File: config.mk
export PLATFORM = sky130hd
export DESIGN_NAME = fa_cell_bist
export DESIGN_NICKNAME = d
export VERILOG_FILES = /design/src/rtl/fa_bist_pkg.sv /design/src/rtl/fa_cell_bist.sv
export SDC_FILE = /design/constraint.sdc
export NUM_CORES = 1
export LEC_CHECK = 0
export CAP_MARGIN = 20
export CORE_MARGIN = 2
export CORE_UTILIZATION = 50
export DETAILED_ROUTE_END_ITERATION = 10
export GPL_ROUTABILITY_DRIVEN = 0
export PLACE_DENSITY = 0.79
export SETUP_SLACK_MARGIN = 0.3
export SLEW_MARGIN = 20
export SYNTH_ARGS = -nofsm -noshare
export SYNTH_HDL_FRONTEND = slang
export SYNTH_SLANG_ARGS = --single-unit
File: constraint.sdc
create_clock -name CK -period 6.6 [get_ports CK]
set_clock_uncertainty 0.2 [all_clocks]
set_input_delay 1.32 -clock CK [delete_from_list [all_inputs] [get_ports CK]]
set_output_delay 1.32 -clock CK [all_outputs]
set_load 0.02 [all_outputs]
File: src/rtl/fa_bist_pkg.sv
// ============================================================================
// Module  : fa_bist_pkg
// Brief   : Shared types, constants and golden model for the full-adder BIST.
// Rev     : 1.0  initial release
// ============================================================================
`default_nettype none

package fa_bist_pkg;

    typedef enum logic [1:0] {
        ST_IDLE  = 2'd0,
        ST_DRIVE = 2'd1,
        ST_CHECK = 2'd2,
        ST_DONE  = 2'd3
    } state_t;

    localparam int NUM_VECTORS = 8;

    // Vector index packs {A,B,CI}; result packs {exp_CO, exp_S}.
    function automatic logic [1:0] fa_golden(input logic [2:0] v);
        logic a;
        logic b;
        logic ci;
        a  = v[2];
        b  = v[1];
        ci = v[0];
        return {(a & b) | (a & ci) | (b & ci), a ^ b ^ ci};
    endfunction

endpackage : fa_bist_pkg

`default_nettype wire

File: src/rtl/fa_cell_bist.sv
// ============================================================================
// Module  : fa_cell_bist
// Brief   : Closed-loop BIST sequencer that exercises one full-adder cell.
// Rev     : 1.0  initial release
// ============================================================================
`default_nettype none

module fa_cell_bist
    import fa_bist_pkg::*;
#(
    parameter int SETTLE_CYCLES = 2
) (
    input  logic       CK,
    input  logic       RN,
    input  logic       START,
    output logic       A,
    output logic       B,
    output logic       CI,
    input  logic       CO_IN,
    input  logic       S_IN,
    output logic       BUSY,
    output logic       DONE,
    output logic       PASS,
    output logic [7:0] FAIL_MASK,
    output logic [3:0] FAIL_CNT
);

    localparam logic [3:0] SETTLE_LAST = 4'(SETTLE_CYCLES - 1);
    localparam logic [2:0] LAST_VEC    = 3'(NUM_VECTORS - 1);

    state_t     state_q, state_d;
    logic [2:0] vec_q, vec_d;
    logic [3:0] settle_q, settle_d;
    logic [2:0] abc_q, abc_d;
    logic [7:0] mask_q, mask_d;
    logic [3:0] cnt_q, cnt_d;
    logic       mismatch;

    always_ff @(posedge CK or negedge RN) begin
        if (!RN) begin
            state_q  <= ST_IDLE;
            vec_q    <= 3'd0;
            settle_q <= 4'd0;
            abc_q    <= 3'd0;
            mask_q   <= 8'd0;
            cnt_q    <= 4'd0;
        end else begin
            state_q  <= state_d;
            vec_q    <= vec_d;
            settle_q <= settle_d;
            abc_q    <= abc_d;
            mask_q   <= mask_d;
            cnt_q    <= cnt_d;
        end
    end

    always_comb begin
        state_d  = state_q;
        vec_d    = vec_q;
        settle_d = settle_q;
        mask_d   = mask_q;
        cnt_d    = cnt_q;
        mismatch = ({CO_IN, S_IN} != fa_golden(vec_q));

        case (state_q)
            ST_IDLE, ST_DONE: begin
                if (START) begin
                    state_d  = ST_DRIVE;
                    vec_d    = 3'd0;
                    settle_d = 4'd0;
                    mask_d   = 8'd0;
                    cnt_d    = 4'd0;
                end
            end
            ST_DRIVE: begin
                if (settle_q == SETTLE_LAST) begin
                    state_d  = ST_CHECK;
                    settle_d = 4'd0;
                end else begin
                    settle_d = settle_q + 4'd1;
                end
            end
            ST_CHECK: begin
                if (mismatch) begin
                    mask_d[vec_q] = 1'b1;
                    cnt_d         = cnt_q + 4'd1;
                end
                if (vec_q == LAST_VEC) begin
                    state_d = ST_DONE;
                end else begin
                    vec_d   = vec_q + 3'd1;
                    state_d = ST_DRIVE;
                end
            end
            default: state_d = ST_IDLE;
        endcase

        // Cell inputs follow the next vector so they are registered one edge ahead of use.
        abc_d = (state_d == ST_DRIVE || state_d == ST_CHECK) ? vec_d : 3'd0;
    end

    assign A         = abc_q[2];
    assign B         = abc_q[1];
    assign CI        = abc_q[0];
    assign BUSY      = (state_q == ST_DRIVE) || (state_q == ST_CHECK);
    assign DONE      = (state_q == ST_DONE);
    assign PASS      = (state_q == ST_DONE) && (cnt_q == 4'd0);
    assign FAIL_MASK = mask_q;
    assign FAIL_CNT  = cnt_q;

endmodule : fa_cell_bist

`default_nettype wire

==> key figures, run 1 <==
Critical path
  • Crit-path max FO: 11
  • Crit Path Class: reg -> out
  • CP Launch Type: flip-flop
  • Worst setup EP type: output port
  • Worst path arrival time: around 2 ns
  • Worst EP required: 5.08 ns

Clock tree
  • TritonCTS sink count: 24
  • Total CTS buffers: 3
  • Skew-Pair Late Insertion Delay: 0.32 ns
  • Clock tree buffer depth: 2
  • CTS tree: yes
  • Cts repair resizes: 0
  • CTS Root Cell: clkbuf_4
  • H-tree Lvls: 1
  • Register clock-pin slew on the reported worst setup and hold paths: 0.14 ns
  • CTS Hold Bufs: 0
  • Setup Buffers After CTS: 0

Synthesis
  • Post-synthesis cell count: ~140
  • Syn avg cell area: approximately 10 um^2
  • Post-Syn Nets: between 150 and 200
  • Post-synth EDFFs: 0
  • Top-count cell post-synth: dfrtp_1
  • Post-synthesis cell area: around 1400 um^2
  • Synth Register Bits: 24
  • Area leader, netlist: dfrtp_1
  • Yosys warns: 0
  • Unique masters post-synth: 38
  • Post-synth top cells: dfrtp_1, nor2_1, ha_1, inv_1
  • Post-synthesis sequential area ratio: 0.442
  • Post-synth top flop: dfrtp_1
  • Ranking of synthesized cells by area: dfrtp_1, ha_1, nor2_1
  • Yosys top cell area share: 0.442
  • Post-synth ARST share: 1.00

Placement
  • Place WS: approximately 3.3 ns
  • Dpl hpwl: 1980 um
  • # placed instances: 184
  • Buffers on Ports: 22
  • Placement Cell Area: ~1600 um^2

STA
  • Final min period: 3.53 ns
  • RSZ-0062 raised after global routing: false
  • Period utilization: 0.535
  • PnR worst setup slack: 3.07 ns
  • Final Setup Violations: 0
  • Hold_ws: 0.315 ns
  • Max frequency: ~0.28 GHz
  • Slew Viols, Final: 0
  • Setup tns final: 0 ns
  • Worst-margin pin slew: between 0.7 and 0.8 ns
  • Max_slew headroom: 0.503
  • Fin. Hold Viols: 0

GRT
  • All-layer global routing usage: 0.184
  • Largest net degree at the start of global routing: 25
  • First-pass GRT wire length: between 4000 and 5000 um
  • Initial antenna violation count: 0
  • Vias in the first global route: about 1000
  • Overflow after GRT: 0

Pwr
  • Worst vdd ir: 0.267 mV
  • PD cells: 382 nW/um^2
  • Total chip power: 0.629 mW
  • Leakage power: 0.739 nW

Run
  • Max cap viols: 0

Finish
  • Fillers: 213
  • Non-filler cells, final: around 190
  • Final instance area: 1650 um^2
  • Layout Nets: 177
  • Fin util: 0.652
  • Syn-to-layout area delta: 21.2%
  • Share of cells above drive strength 1: 0.0886
  • Antenna cells: 0

Floorplan
  • Initial Util: 0.538
  • Die outline width: 56.1 um
  • Die Ht: between 50 and 60 um
  • Top Ports: 23
  • Die Area: 3150 um^2
  • Core area: 2520 um^2
  • Site row count: 18

Detailed routing
  • Wire per inst: 14.2 um
  • Vias per std cell: between 5 and 6
  • Initial DRC Count: 24
  • DRT antenna net count: 0
  • Initial DRT Pass Iterations: 4
  • DRC viols: 0
  • Final WL: 2670 um
  • Via count: 1048

Worst hold path
  • Hold WC Path Type: reg -> reg

Status
  • Outcome: completed
-- registers in the layout (all words and copies together) (netlist names) --
name / count
FAIL_MASK: 8
vec_q: 3
FAIL_CNT: 4
settle_q: 4
abc_q: 3
state_q: 2
-- worst max-delay path, stage by stage (launching register included) --
cell,delay [ns]
dfrtp_1,0.39
inv_1,0.06
ha_1,0.45
inv_1,0.16
clkdlybuf4s50_1,0.62
-- layout by cell type, fill, tap and decap left out --
cell / n
dfrtp_1: 24
clkdlybuf4s50_1: 21
nor2_1: 16
inv_1: 12
ha_1: 12
nand2_1: 9
a31oi_1: 9
o21ai_0: 7
mux2i_1: 4
nand3_1: 4
a21oi_1: 4
clkbuf_4: 3
and3_1: 2
a31o_2: 2
a22oi_1: 2
a211oi_2: 2
xor2_1: 2
xnor2_1: 2
and2_1: 1
or3b_4: 1
nor2b_1: 1
a2bb2oi_1: 1
a211o_1: 1
o211a_2: 1
nor3_1: 1
a211oi_1: 1
nor4_2: 1
nor4bb_1: 1
o22ai_1: 1
nor3b_1: 1
a221o_1: 1
a221oi_1: 1
and2b_2: 1
mux2_2: 1
a311oi_1: 1
or3_1: 1
fa_1: 1
bufinv_16: 1
buf_2: 1
-- power by group --
part,switching (mW),internal [mW]
Sequential,0.0319,0.175
Combinational,0.185,0.129
Clock,0.0470,0.0615
-- area by class of cell --
cell class / count / area [um^2] / share of cell area
Clock buffer: 3 / 22.5 / 0.0137
Inverter: 12 / 45.0 / 0.0274
Multi-Input combinational cell: 96 / 694 / 0.422
Clock inverter: 1 / 30.0 / 0.0183
Sequential cell: 24 / 601 / 0.365
Timing Repair Buffer: 22 / 215 / 0.131
Tap cell: 30 / 37.5 / 0.0228
-- metal layers --
layer | up-vias | track usage | wire, um
met3 | 7 | 0.0302 | 111
met2 | 29 | 0.276 | 1170
met1 | 489 | 0.262 | 1330
li1 | 523 | - | -
met4 | 0 | 0.0816 | 53
met5 | - | 0 | 0
-- cells by family (layout without fill, tap and decap cells) --
| family | after synthesis | count (layout) | synth area share |
|---|---|---|---|
| XOR/XNOR | 4 | 4 | 0.0258 |
| AO/OA/AOI/OAI | 34 | 34 | 0.175 |
| buffers and inverters | 16 | 38 | 0.0461 |
| flip-flops | 24 | 24 | 0.442 |
| multiplexers | 5 | 5 | 0.0378 |
| adder cells (fa/ha/maj) | 13 | 13 | 0.125 |
| AND/OR/NAND/NOR | 40 | 40 | 0.147 |
-- worst paths after layout --
kind	from	endpoint	slack [ns]	cells past startpoint
min	FAIL_MASK[4]$_DFFE_PN0P_	FAIL_MASK[4]$_DFFE_PN0P_	0.31	2
max reg2reg	vec_q[0]$_DFF_PN0_	FAIL_MASK[1]$_DFFE_PN0P_	4.00	6
min in group asynchronous	RN	FAIL_MASK[1]$_DFFE_PN0P_	0.76	1
min reg2reg	FAIL_MASK[4]$_DFFE_PN0P_	FAIL_MASK[4]$_DFFE_PN0P_	0.31	2
max	state_q[0]$_DFF_PN0_	BUSY	3.07	4
max in group asynchronous	RN	settle_q[0]$_DFFE_PN0P_	5.08	1
Note: power is estimated with default switching activity, not from simulation.
==> inputs of run 2 (changes only) <==
- clock period: 6.6 -> 3.6 ns (I/O delays scaled with it)
==> key figures, run 2 (same netlist as run 1, synthesis figures left out) <==
Critical path
  • CP Launch Type: flip-flop
  • Crit-path max FO: 11 (unchanged)
  • Worst setup EP type: output port
  • Reg2Reg Depth: 6 (unchanged)
  • Worst EP required: 2.68 ns (-2.40 ns)
  • R2r endpoint: FAIL_MASK[7]$_DFFE_PN0P_
  • Reg2reg setup slack: 1.02 ns (-2.98 ns)
  • Critical R2R Launch: vec_q[0]$_DFF_PN0_
  • Crit Path Class: reg -> out
  • Worst path arrival time: 2.00 ns (about the same)

Clock tree
  • Setup Buffers After CTS: 0 (unchanged)
  • Cts repair resizes: 0 (unchanged)
  • Skew-Pair Late Insertion Delay: 0.31 ns (about the same)
  • Register clock-pin slew on the reported worst setup and hold paths: 0.13 ns (about the same)
  • CTS Root Cell: clkbuf_4
  • Clock tree buffer depth: 2 (unchanged)
  • Total CTS buffers: 3 (unchanged)
  • CTS Hold Bufs: 0 (unchanged)
  • TritonCTS sink count: 24 (unchanged)
  • H-tree Lvls: 1 (unchanged)
  • CTS tree: yes

Detailed routing
  • Initial DRC Count: 14 (-42%)
  • DR top layer: met4
  • DRT met1 WL: 1280 um (-3.8%)
  • Met3 routed WL: 87 um (-22%)
  • Initial DRT Pass Iterations: 4 (unchanged)
  • Wire per inst: 13.7 um (-3.4%)
  • DRC viols: 0 (unchanged)
  • Via count: 1064 (+1.5%)
  • Vias per std cell: 5.63 (+0.99%)
  • DRT antenna net count: 0 (unchanged)
  • Met2 WL: 1200 um (+2.7%)
  • Final WL: 2590 um (-2.9%)

GRT
  • Largest net degree at the start of global routing: 25 (unchanged)
  • All-layer global routing usage: 0.178 (-0.00603)
  • Initial antenna violation count: 0 (unchanged)
  • Overflow after GRT: 0 (unchanged)
  • Vias in the first global route: 976 (-2.1%)
  • First-pass GRT wire length: 4450 um (-2.7%)

Floorplan
  • Core area: 2520 um^2 (unchanged)
  • Initial Util: 0.538 (unchanged)
  • Top Ports: 23 (unchanged)
  • Die Area: 3150 um^2 (unchanged)
  • Die Ht: 56.1 um (unchanged)
  • Site row count: 18 (unchanged)
  • Die outline width: 56.1 um (unchanged)

Worst hold path
  • Hold Path End: FAIL_MASK[5]$_DFFE_PN0P_
  • Hold WC Path Type: reg -> reg
  • Hold path cells: 2 (unchanged)
  • Min-delay src: FAIL_MASK[5]$_DFFE_PN0P_

STA
  • Period utilization: 0.812
  • Fin. Hold Viols: 0 (unchanged)
  • Slew Viols, Final: 0 (unchanged)
  • RSZ-0062 raised after global routing: false
  • Worst-margin pin slew: 0.745 ns (+0.00282 ns)
  • Max_slew headroom: 0.501 (-0.00189)
  • Max frequency: 0.342 GHz
  • Setup tns final: 0 ns (unchanged)
  • Final min period: 2.92 ns
  • Hold_ws: 0.317 ns (+0.00176 ns)
  • Final Setup Violations: 0 (unchanged)

Finish
  • Final instance area: 1660 um^2 (+0.76%)
  • Most common cell after layout, fill and taps aside: dfrtp_1
  • Share of cells above drive strength 1: 0.0881 (-0.000557)
  • Commonest cells after routing, fill and taps aside: dfrtp_1, clkdlybuf4s50_1, nor2_1
  • Syn-to-layout area delta: 22.1%
  • Layout Nets: 178 (+0.56%)
  • Antenna cells: 0 (unchanged)
  • Max FFs per register: 8 (unchanged)

Pwr
  • Worst vdd ir: 0.555 mV (+110%)
  • Leakage power: 0.744 nW (+0.65%)
  • PD cells: 695 nW/um^2 (+82%)
  • Total chip power: 1.15 mW (+83%)

Placement
  • Buffers on Ports: 22 (unchanged)
  • Dpl hpwl: 1940 um (-1.6%)
  • Placement Cell Area: 1610 um^2 (+0.47%)

Run
  • Max cap viols: 0 (unchanged)

Status
  • Outcome: completed
## run 2: changes by cell type in the layout (fill, tap and decap cells not counted)
| cell | previous run | this run |
|---|---|---|
| buf_2 | 1 | 0 |
| buf_4 | 0 | 1 |
| clkdlybuf4s50_1 | 21 | 22 |
## run 2: per-stage QoR
stage	cells	util	worst slack (ns)
after floorplan	136	-	1.28
after global placement	185	0.636	0.979
after detailed placement	185	0.636	0.921
after CTS	189	0.657	0.670
after global routing	189	0.657	0.569
final	189	0.657	0.677
## run 2: critical path: stages, from the launching register on
cell             delay, ns
dfrtp_1               0.39
inv_1                 0.06
ha_1                  0.45
inv_1                 0.17
clkdlybuf4s50_1       0.62
## run 2: how the worst max path moves through the flow
stage,startpoint,end,cells past startpoint
finish,state_q[0]$_DFF_PN0_,BUSY,4
CTS,state_q[0]$_DFF_PN0_,BUSY,4
global route,state_q[0]$_DFF_PN0_,BUSY,4
global placement,START,FAIL_MASK[0]$_DFFE_PN0P_,5
detailed placement,START,FAIL_MASK[7]$_DFFE_PN0P_,5
floorplan,state_q[1]$_DFF_PN0_,PASS,2
## run 2: metal layers
| layer | global-route usage | vias up |
|---|---|---|
| met5 | 0 | - |
| met4 | 0.0544 | 0 |
| met3 | 0.0349 | 2 |
| met2 | 0.281 | 19 |
| met1 | 0.249 | 516 |
| li1 | - | 527 |
## run 2: layout make-up
type | count | area, um^2
fill | 210 | 865
clock buffer | 3 | 22.5
timing repair buffer | 23 | 228
multi-input combinational | 96 | 694
sequential | 24 | 601
tap | 30 | 37.5
clock inverter | 1 | 30.0
inverter | 12 | 45.0
## run 2: where the power goes
part	leakage [nW]	switching (mW)	internal (mW)
Sequential	0.328	0.0565	0.321
Clock	0.0279	0.0799	0.112
Combinational	0.389	0.344	0.239
